`src/rtl/instruction_fetch_unit_if.sv`:
```
`default_nettype none
// ============================================================================
// Module      : instruction_fetch_unit_if
// Description : Bundle of handshake and bus signals around the
//               instruction-fetch stage. It covers the redirect/stall
//               controls, the instruction-cache lookup and fill ports, the
//               memory refill port, and the IF/ID outputs.
//               modport master : the fetch unit itself
//               modport slave  : the surrounding pipeline, cache and memory
// Revision    : 1.0 - initial release
// ============================================================================
interface instruction_fetch_unit_if;
  // Pipeline control
  logic        stall;
  logic        branch_taken;
  logic [31:0] branch_target;
  // Instruction cache
  logic [31:0] icache_addr;
  logic        icache_hit;
  logic [31:0] icache_data;
  logic        icache_fill;
  logic [31:0] icache_fill_addr;
  logic [31:0] icache_fill_data;
  // Instruction memory
  logic        mem_req;
  logic [31:0] mem_addr;
  logic        mem_ready;
  logic [31:0] mem_data;
  // IF/ID register
  logic [31:0] ins_out;
  logic        hit_out;
  logic [31:0] next_pc_out;

  modport master (
    input  stall, branch_taken, branch_target,
    input  icache_hit, icache_data,
    output icache_addr, icache_fill, icache_fill_addr, icache_fill_data,
    input  mem_ready, mem_data,
    output mem_req, mem_addr,
    output ins_out, hit_out, next_pc_out
  );

  modport slave (
    output stall, branch_taken, branch_target,
    output icache_hit, icache_data,
    input  icache_addr, icache_fill, icache_fill_addr, icache_fill_data,
    output mem_ready, mem_data,
    input  mem_req, mem_addr,
    input  ins_out, hit_out, next_pc_out
  );
endinterface
`default_nettype wire

```
`src/rtl/instruction_fetch_unit.sv`:
```
`default_nettype none
// ============================================================================
// Module      : instruction_fetch_unit
// Description : IF stage. Presents the PC to the instruction cache. On a hit
//               it passes the word and PC+4 to IF/ID and advances. On a miss
//               it performs a single-word refill from memory, writes the
//               word into the cache and retries. It also applies stalls and
//               branch redirects.
// Ports       : clk  - clock, all state updates on rising edge
//               rst  - asynchronous active-high reset
//               bus  - instruction_fetch_unit_if.master (control, cache,
//                      memory and IF/ID signals)
// Revision    : 1.0 - initial release
// ============================================================================
module instruction_fetch_unit #(
  parameter logic [31:0] RESET_PC = 32'h0000_0000,
  parameter logic [31:0] NOP_INSN = 32'h0000_0000
) (
  input  logic                          clk,
  input  logic                          rst,
  instruction_fetch_unit_if.master      bus
);

  localparam logic [1:0] c_FETCH    = 2'd0;
  localparam logic [1:0] c_MISS_REQ = 2'd1;
  localparam logic [1:0] c_REFILL   = 2'd2;

  localparam logic [31:0] c_ALIGN_MASK = 32'hFFFF_FFFC;

  logic [1:0]  r_state;
  logic [1:0]  w_state_nxt;
  logic [31:0] r_pc;
  logic [31:0] r_miss_pc;
  logic [31:0] r_fill_data;
  logic        r_redirect_pend;
  logic [31:0] r_redirect_pc;

  logic [31:0] w_target;
  logic        w_hit;

  assign w_target = bus.branch_target & c_ALIGN_MASK;

  // State register
  always_ff @(posedge clk or posedge rst) begin
    if (rst) begin
      r_state <= c_FETCH;
    end else begin
      r_state <= w_state_nxt;
    end
  end

  // Next-state logic
  always_comb begin
    w_state_nxt = r_state;
    case (r_state)
      c_FETCH: begin
        // A redirect or stall suppresses miss handling for the current PC.
        if (!bus.branch_taken && !bus.stall && !bus.icache_hit) begin
          w_state_nxt = c_MISS_REQ;
        end
      end
      c_MISS_REQ: begin
        if (bus.mem_ready) begin
          w_state_nxt = c_REFILL;
        end
      end
      c_REFILL: w_state_nxt = c_FETCH;
      default:  w_state_nxt = c_FETCH;
    endcase
  end

  // Output logic
  always_comb begin
    w_hit                = (r_state == c_FETCH) && bus.icache_hit && !rst;
    bus.hit_out          = w_hit;
    bus.ins_out          = w_hit ? bus.icache_data : NOP_INSN;
    bus.icache_addr      = r_pc;
    bus.next_pc_out      = r_pc + 32'd4;
    bus.mem_req          = (r_state == c_MISS_REQ) && !rst;
    bus.mem_addr         = r_miss_pc;
    bus.icache_fill      = (r_state == c_REFILL) && !rst;
    bus.icache_fill_addr = r_miss_pc;
    bus.icache_fill_data = r_fill_data;
  end

  // PC, miss and redirect bookkeeping
  always_ff @(posedge clk or posedge rst) begin
    if (rst) begin
      r_pc            <= RESET_PC;
      r_miss_pc       <= 32'd0;
      r_fill_data     <= 32'd0;
      r_redirect_pend <= 1'b0;
      r_redirect_pc   <= 32'd0;
    end else begin
      case (r_state)
        c_FETCH: begin
          if (bus.branch_taken) begin
            r_pc <= w_target;
          end else if (bus.stall) begin
            r_pc <= r_pc;
          end else if (bus.icache_hit) begin
            r_pc <= r_pc + 32'd4;
          end else begin
            r_miss_pc <= r_pc;
          end
        end
        c_MISS_REQ: begin
          if (bus.mem_ready) begin
            r_fill_data <= bus.mem_data;
          end
          // The outstanding memory read is never aborted; remember the
          // newest redirect and apply it once the refill finishes.
          if (bus.branch_taken) begin
            r_redirect_pend <= 1'b1;
            r_redirect_pc   <= w_target;
          end
        end
        c_REFILL: begin
          // A redirect arriving in this very cycle is the latest one.
          if (bus.branch_taken) begin
            r_pc <= w_target;
          end else if (r_redirect_pend) begin
            r_pc <= r_redirect_pc;
          end
          r_redirect_pend <= 1'b0;
        end
        default: ;
      endcase
    end
  end

endmodule
`default_nettype wire

```
`src/flat_wrapper.sv`:
```
// flat-port wrapper written by rule: the top's interface ports become plain ports
module instruction_fetch_unit_flat 
#(
  parameter logic [31:0] RESET_PC = 32'h0000_0000,
  parameter logic [31:0] NOP_INSN = 32'h0000_0000
)
  (clk, rst, bus_stall, bus_branch_taken, bus_branch_target, bus_icache_hit, bus_icache_data, bus_icache_addr, bus_icache_fill, bus_icache_fill_addr, bus_icache_fill_data, bus_mem_ready, bus_mem_data, bus_mem_req, bus_mem_addr, bus_ins_out, bus_hit_out, bus_next_pc_out);
  instruction_fetch_unit_if bus_i ();
  input  logic clk;
  input  logic rst;
  input wire logic [$bits(bus_i.stall)-1:0] bus_stall;
  input wire logic [$bits(bus_i.branch_taken)-1:0] bus_branch_taken;
  input wire logic [$bits(bus_i.branch_target)-1:0] bus_branch_target;
  input wire logic [$bits(bus_i.icache_hit)-1:0] bus_icache_hit;
  input wire logic [$bits(bus_i.icache_data)-1:0] bus_icache_data;
  output wire logic [$bits(bus_i.icache_addr)-1:0] bus_icache_addr;
  output wire logic [$bits(bus_i.icache_fill)-1:0] bus_icache_fill;
  output wire logic [$bits(bus_i.icache_fill_addr)-1:0] bus_icache_fill_addr;
  output wire logic [$bits(bus_i.icache_fill_data)-1:0] bus_icache_fill_data;
  input wire logic [$bits(bus_i.mem_ready)-1:0] bus_mem_ready;
  input wire logic [$bits(bus_i.mem_data)-1:0] bus_mem_data;
  output wire logic [$bits(bus_i.mem_req)-1:0] bus_mem_req;
  output wire logic [$bits(bus_i.mem_addr)-1:0] bus_mem_addr;
  output wire logic [$bits(bus_i.ins_out)-1:0] bus_ins_out;
  output wire logic [$bits(bus_i.hit_out)-1:0] bus_hit_out;
  output wire logic [$bits(bus_i.next_pc_out)-1:0] bus_next_pc_out;
  assign bus_i.stall = bus_stall;
  assign bus_i.branch_taken = bus_branch_taken;
  assign bus_i.branch_target = bus_branch_target;
  assign bus_i.icache_hit = bus_icache_hit;
  assign bus_i.icache_data = bus_icache_data;
  assign bus_icache_addr = bus_i.icache_addr;
  assign bus_icache_fill = bus_i.icache_fill;
  assign bus_icache_fill_addr = bus_i.icache_fill_addr;
  assign bus_icache_fill_data = bus_i.icache_fill_data;
  assign bus_i.mem_ready = bus_mem_ready;
  assign bus_i.mem_data = bus_mem_data;
  assign bus_mem_req = bus_i.mem_req;
  assign bus_mem_addr = bus_i.mem_addr;
  assign bus_ins_out = bus_i.ins_out;
  assign bus_hit_out = bus_i.hit_out;
  assign bus_next_pc_out = bus_i.next_pc_out;
  instruction_fetch_unit #(.RESET_PC(RESET_PC), .NOP_INSN(NOP_INSN)) u_core (.clk(clk), .rst(rst), .bus(bus_i));
endmodule
```
`config.mk`:
```
export PLATFORM = sky130hd
export DESIGN_NAME = instruction_fetch_unit_flat
export DESIGN_NICKNAME = d
export VERILOG_FILES = /design/src/rtl/instruction_fetch_unit_if.sv /design/src/rtl/instruction_fetch_unit.sv /design/src/flat_wrapper.sv
export SDC_FILE = /design/constraint.sdc
export NUM_CORES = 1
export LEC_CHECK = 0
export BUFFER_PORTS_ARGS = -buffer_cell sky130_fd_sc_hd__buf_2
export CORE_UTILIZATION = 45
export DETAILED_ROUTE_END_ITERATION = 12
export MAX_ROUTING_LAYER = met4
export PLACE_DENSITY = 0.75
export SKIP_CTS_REPAIR_TIMING = 1
export SYNTH_ARGS = -nofsm -noshare
export SYNTH_HDL_FRONTEND = slang
export SYNTH_SLANG_ARGS = --single-unit
```
`constraint.sdc`:
```
create_clock -name clk -period 10.9 [get_ports clk]
set_input_delay 0.545 -clock clk [delete_from_list [all_inputs] [get_ports clk]]
set_output_delay 0.545 -clock clk [all_outputs]
set_load 0.01 [all_outputs]
```
; ---- Yosys cells after proc, flatten, opt, wreduce, memory -nomap -nowiden
; Cells that the tools add are included.
[op_classes]
add_sub_neg = 1
n_eq_ne = 8
n_mux = 12
bitwise = 3
reduce_logical = 19
[ops]
columns = cell, n
row1 = $mux W32, 6
row2 = $pmux W32 S2, 1
row3 = $add A32 B3 Y32 const B, 1
row4 = $reduce_and A2 Y1, 4
row5 = $reduce_and A4 Y1, 2
row6 = $logic_and A1 B1 Y1, 6
row7 = $ne A3 B3 Y1 const B, 2
row8 = $logic_not A1 Y1, 4
row9 = $mux W2, 2
row10 = $ne A2 B2 Y1 const B, 2
row11 = $pmux W2 S2, 1
row12 = $reduce_bool A2 Y1, 2
row13 = $ne A3 B2 Y1 const B, 1
row14 = $not A1 Y1, 3
row15 = $eq A2 B1 Y1 const B, 1
row16 = $eq A2 B2 Y1 const B, 1
row17 = $logic_not A2 Y1, 1
row18 = $ne A2 B1 Y1 const B, 1
row19 = $pmux W1 S2, 1
row20 = $mux W1, 1
[word_totals]
ff_bits = 129
in_bits = 102
out_inout_bits = 195
elab_cells = 49

; ---- Longest topological paths before layout
; Gate-level depths: netlist (run 1).
[logic_depth]
ltp_word = 5
ltp_mapped = 8
depth_no_buf = 6

; ---- Least setup slack after synthesis (run 1)
; Ideal clock, no wire load.
[synth_path]
kind = register -> output
startpoint = register u_core.r_pc[2], in the netlist u_core.bus.icache_addr[2]
endpoint = output port bus_next_pc_out[26]
arrival_time_ps = 2005
slack_ps = 8350
stages_incl_launch_ff = 6
n_path_buf = 0
path_cell_list = dfrtp_1 > ha_1 > nand4_1 > or4_4 > nor4_4 > xor2_1
[synth_via]
elab_chain_len = 1
[synth_rtl]
columns = element, line_no
row1 = "start, declared", instruction_fetch_unit.sv:32  ; logic [31:0] r_pc;
row2 = "start signal, assigned", instruction_fetch_unit.sv:98  ; r_pc <= w_target;
row3 = "start signal, assigned", instruction_fetch_unit.sv:100  ; r_pc <= r_pc;
row4 = "start signal, assigned", instruction_fetch_unit.sv:102  ; r_pc <= r_pc + 32'd4;
row5 = $add A32 B3 Y32, instruction_fetch_unit.sv:78  ; bus.next_pc_out = r_pc + 32'd4;
row6 = "end, declared", flat_wrapper.sv:26  ; output wire logic [$bits(bus_i.next_pc_out)-1:0] bus_next_pc_out;
; No other way between the ends.

; ---- Worst setup path in the final report (run 1)
; Same ends and word-level chain as after synthesis.

==> results.py, run 1 <==
metrics = {
    "flow_run": {
        "drv_cap": 0,
    },
    "sta": {
        "rsz0062_at_grt": "no",
        "fin_crit_ns": 3.33,
        "slew_viol_final": 0,
        "clock_skew_ns": 0.0113,
        "setup_tns_ns": 0,
        "period_share": 0.306,
        "setup_viol_count_final": 0,
        "finalHoldViolCount": 0,
        "fmax_mhz": 300,
        "worst_pin_slew_ns": 1.20,
        "relSlewSlack": 0.196,
    },
    "place": {
        "dpl_cell_area_sq_um": 7900,
        "dpl.hpwl_mm": 13.3,
        "io_buffers": 286,
        "gp_congestion": 0.784,
    },
    "synth": {
        "syn_inst": 607,
        "synthSimpleGateAreaFrac": 0.141,
        "synth-xor-area-share": 0.0358,
        "synth_edf_count": 0,
        "synth_seq_cells": 125,
        "synth_cell_types": 66,
        "synth_ff_type": "dfrtp_1",
        "synthArstFlopShare": 1.00,
        "muxShareOfSynthArea": 0.160,
        "ys_seq_area_frac": 0.473,
        "synth-compound-area-share": 0.107,
        "synthesis.area_sq_um": 6610,
        "synthAdderAreaFrac": 0.00189,
        "ys_warn_count": 0,
        "synth_top_family_by_area": "multiplexers",
        "avgSynthCellArea_sq_um": 10.9,
    },
    "route": {
        "route.met2.wl_mm": 8.96,
        "drt_iter0_markers": 349,
        "wl_met3_mm": 1.22,
        "met1Wirelength_mm": 8.37,
        "ant_nets": 0,
        "dr.pass1.iters": 4,
        "vias": 5578,
        "viasPerCell": 5.34,
        "drcViolationCount": 0,
        "totalWireLength_mm": 18.8,
        "drt-wirelength-per-cell_um": 18.0,
        "top_layer_used": "met4",
    },
    "final_layout": {
        "final_cell_mix": "buf_2, dfrtp_1, mux2_2, o21ai_0",
        "regArea_sq_um": 3130,
        "multi_input_area_sq_um": 3000,
        "layout_commonest_cell": "buf_2",
        "layout-area-overhead-vs-synth_pct": 28.8,
        "drive_gt1_frac": 0.507,
        "layout.nets": 953,
        "n_fill_cell": 1218,
        "design_area_sq_um": 8520,
    },
    "floorplan": {
        "core_area_sq_um": 14100,
        "rows": 43,
        "die_y_um": 123,
        "dieArea_sq_um": 15200,
        "initial_core_util": 0.469,
        "io_pins": 297,
        "die_w_um": 123,
    },
    "critical_path": {
        "startpoint_type": "flip-flop",
        "r2r_cells": 4,
        "r2r_end": "u_core.bus.icache_addr[18]",
        "required_ns": 10.36,
        "crit_path_end_kind": "output port",
        "arrival_ns": 2.79,
        "critPathMaxFanout": 7,
        "critical_path_class": "reg2out",
        "r2r_slack_ns": 8.34,
        "r2r-start": "u_core.r_state[1]",
        "worstSetupStartpoint": "u_core.bus.icache_addr[2]",
    },
    "global_route": {
        "antenna_found_initial": 2,
        "grt_pass1_vias": 5505,
        "grt_pass1_wl_mm": 28.9,
        "grt_overflow_total": 0,
        "globalRouteTotalUtil": 0.262,
        "grt_max_degree": 64,
    },
    "power": {
        "p_leak_nw": 4.22,
        "p_per_area_nw_per_um2": 227,
        "irDropWorstVdd_uv": 159,
    },
    "clock_network": {
        "cts.htree.levels": 4,
        "clock_latency_ns": 0.43,
        "root_buffer": "clkbuf_16",
        "cts_buffers": 17,
        "path_clk_slew_ns": 0.05,
        "cts_tree": "done",
        "cts.sinks": 125,
        "clockBufferDepth": 2,
    },
    "status": {
        "status": "complete, no violations",
    },
    "worst_hold_path": {
        "worstHoldPathType": "in2async",
    },
}
## sequential cells by signal, summed over array words and instances, names as in the netlist
name,flops
u_core.r_redirect_pc,30
u_core.r_state,2
u_core.r_redirect_pend,1
u_core.bus.icache_fill_data,32
u_core.bus.icache_addr,30
u_core.bus.icache_fill_addr,30
## power by group
| group | switching [mW] | internal [mW] |
|---|---|---|
| combinational | 0.303 | 0.295 |
| sequential | 0.136 | 0.619 |
| clock | 0.207 | 0.375 |
## kinds of logic after synthesis
kind of cell,count (synthesis)
adder cells (fa/ha/maj),1
buffers and inverters,89
other,1
AO/OA/AOI/OAI,108
AND/OR/NAND/NOR,162
multiplexers,94
flip-flops,125
XOR/XNOR,27
## layer usage
metal / global-route usage / vias to the layer above
li1: - / 2598
met1: 0.342 / 2728
met2: 0.400 / 229
met3: 0.0627 / 23
met4: 0.0904 / 0
met5: - / -
## cell type report
type / instances / area share
diodes: 2 / 0.000588
clock buffers: 21 / 0.0552
clock inverters: 10 / 0.0163
inverters: 10 / 0.00499
multi-input cells: 400 / 0.352
flip-flops and latches: 125 / 0.367
well taps: 180 / 0.0264
repair buffers: 296 / 0.177
## through the flow
stage               hold slack, ns  setup slack (ns)  std cells  power, mW   util
floorplan                    0.470              7.03        614       1.15      -
detailed placement           0.485              7.76       1011       1.36  0.560
global route                 0.298              7.40       1044       2.05  0.604
global placement             0.477              7.82       1011       1.34  0.560
CTS                          0.247              7.55       1042       1.95  0.603
finish                       0.236              7.57       1044       1.94  0.604
## cells in the mapped netlist (13+ instances only)
library cell	count	area, sq um
a21oi_1	22	110
mux2_2	92	1040
clkbuf_1	26	97.6
xor2_1	13	114
nand2_1	25	93.8
nand3_1	13	65.1
buf_4	38	285
o21ai_0	33	165
and3_1	17	106
dfrtp_1	125	3130
nor2_1	32	120
and2_1	32	200
xnor2_1	14	123
## critical path: stages (launching register included)
cell	delay [ns]
dfrtp_1	0.47
ha_1	0.29
nand4_1	0.35
or4_4	0.56
nor4_4	0.37
xor2_1	0.18
buf_2	0.15
## worst max path at each step
stage | slack (ns) | cells after the start | end
floorplan | 7.03 | 1 | u_core.bus.icache_addr[10]
global placement | 7.82 | 6 | u_core.bus.icache_addr[29]
detailed placement | 7.76 | 6 | u_core.bus.icache_addr[29]
CTS | 7.55 | 6 | bus_next_pc_out[26]
global route | 7.40 | 6 | bus_next_pc_out[26]
finish | 7.57 | 6 | bus_next_pc_out[26]
No activity file was read; power rests on OpenSTA's default activity.
==> run 2, diff against run 1 <==
Clock period 10.9 ns to 3.29 ns, I/O delays scaled along.
==> run 2 against run 1 <==
Net effect:
- the run now ends with negative hold slack left
- die area is the same
- critical path type unchanged
- total power grew to 3.4 times the previous value
- utilization grew 3.6 points
- largest power group unchanged
- worst setup slack lost 7.2 ns
- critical endpoint is now bus_next_pc_out[30]
- critical path depth is the same
- largest cell class unchanged
==> results.py, run 2 (same netlist as run 1, synthesis figures left out) <==
metrics = {
    "critical_path": {
        "slowest_delay_ns": 0.56,
        "worst_path_most_repeated_cell": "nand4_1",
        "arrival_ns": 2.76,
        "critical_path_buf_inv_count": 1,
        "critPathMaxFanout": 9,
        "startpoint_type": "flip-flop",
        "crit_slowest_cell": "nor4_4",
        "critical_path_class": "reg2out",
        "worstPathCellList": "ha_1 -> nand4_1 -> nor4_4 -> nand4_1 -> xnor2_1 -> buf_2",
        "cpLargestDelayFamily": "simple AND/OR/NAND/NOR gates",
        "crit_path_end_kind": "output port",
        "required_ns": 3.13,
    },
    "route": {
        "ant_nets": 0,
        "dr.pass1.iters": 6,
        "drt_iter0_markers": 357,
        "drcViolationCount": 0,
        "vias": 5827,
        "drt-wirelength-per-cell_um": 18.1,
        "totalWireLength_mm": 19.8,
        "viasPerCell": 5.33,
    },
    "floorplan": {
        "core_area_sq_um": 14100,
        "die_y_um": 123,
        "initial_core_util": 0.469,
        "rows": 43,
        "die_w_um": 123,
        "dieArea_sq_um": 15200,
        "io_pins": 297,
    },
    "sta": {
        "clock_skew_ns": 0.0140,
        "rsz0062_at_grt": "no",
        "fmax_mhz": 342,
        "hold-worst-slack_ns": -0.00971,
        "relSlewSlack": 0.491,
        "setup_tns_ns": 0,
        "finalHoldViolCount": 6,
        "worst_pin_slew_ns": 0.761,
        "setup_viol_count_final": 0,
        "fin_crit_ns": 2.93,
        "period_share": 0.889,
        "slew_viol_final": 0,
        "setup_slack_ns": 0.365,
    },
    "global_route": {
        "grt_max_degree": 106,
        "grt_overflow_total": 0,
        "globalRouteTotalUtil": 0.256,
        "grt_pass1_wl_mm": 28.2,
        "antenna_found_initial": 1,
        "grt_pass1_vias": 5330,
    },
    "clock_network": {
        "cts.htree.levels": 4,
        "cts_buffers": 17,
        "path_clk_slew_ns": 0.06,
        "clockBufferDepth": 2,
        "root_buffer": "clkbuf_16",
        "cts.sinks": 125,
        "clock_latency_ns": 0.42,
        "cts_tree": "done",
    },
    "place": {
        "pre_cts_ws_ns": 0.851,
        "gp_congestion": 0.774,
        "dpl_cell_area_sq_um": 7950,
        "io_buffers": 286,
        "dp.cells": 1017,
        "dpl.hpwl_mm": 13.1,
    },
    "final_layout": {
        "layout.nets": 1003,
        "largest_reg_flops": 32,
        "n_fill_cell": 1105,
        "drive_gt1_frac": 0.484,
        "design_area_sq_um": 9020,
        "final_cell_mix": "buf_2, dfrtp_1, mux2_2, dlygate4sd3_1, o21ai_0",
        "layout_commonest_cell": "buf_2",
        "stdcell_count": 1094,
        "layout-area-overhead-vs-synth_pct": 36.4,
    },
    "power": {
        "p_leak_nw": 4.45,
        "p_per_area_nw_per_um2": 725,
        "irDropWorstVdd_uv": 565,
    },
    "status": {
        "violations": "negative hold slack",
        "status": "finished with violations",
    },
    "flow_run": {
        "drv_cap": 0,
    },
    "worst_hold_path": {
        "worstHoldPathType": "in2reg",
    },
}
[run 2: worst paths after layout]
kind / startpoint / to / slack, ns / cells after the start
worst max-delay path: u_core.bus.icache_addr[2] / bus_next_pc_out[30] / 0.36 / 6
worst min-delay path: bus_branch_target[31] / u_core.r_redirect_pc[31] / -0.01 / 2
worst max register to register: u_core.bus.icache_addr[2] / u_core.bus.icache_addr[30] / 0.84 / 6
worst min register to register: u_core.r_redirect_pc[22] / u_core.r_redirect_pc[22] / 0.49 / 1
max in group asynchronous: rst / u_core.r_redirect_pc[19] / 1.93 / 4
min in group asynchronous: rst / u_core.bus.icache_fill_data[10] / 0.41 / 3
[run 2: per-stage QoR]
stage | power (mW) | utilization
finish | 6.54 | 0.640
global route | 6.89 | 0.640
CTS | 6.52 | 0.608
detailed placement | 4.51 | 0.564
global placement | 4.46 | 0.564
floorplan | 3.82 | -
[run 2: layout make-up]
cell class              instances  area [sq um]  share of cell area
diodes                          2          5.00            0.000555
well taps                     180           225              0.0250
clock buffers                  26           519              0.0576
repair buffers                346          2000               0.222
clock inverters                 5           103              0.0114
inverters                      10          41.3             0.00458
multi-input cells             400          3000               0.332
flip-flops and latches        125          3130               0.347
[run 2: metal layers]
metal	vias up	global-route usage	part of all wire
li1	2710	-	-
met1	2817	0.326	0.42
met2	269	0.403	0.49
met3	31	0.0678	0.075
met4	0	0.0738	0.013
met5	-	-	0
[run 2: where the power goes]
part,switching (mW),internal [mW],total [mW]
registers,0.449,2.05,2.50
clock network,0.675,1.31,1.98
logic,1.03,1.02,2.05
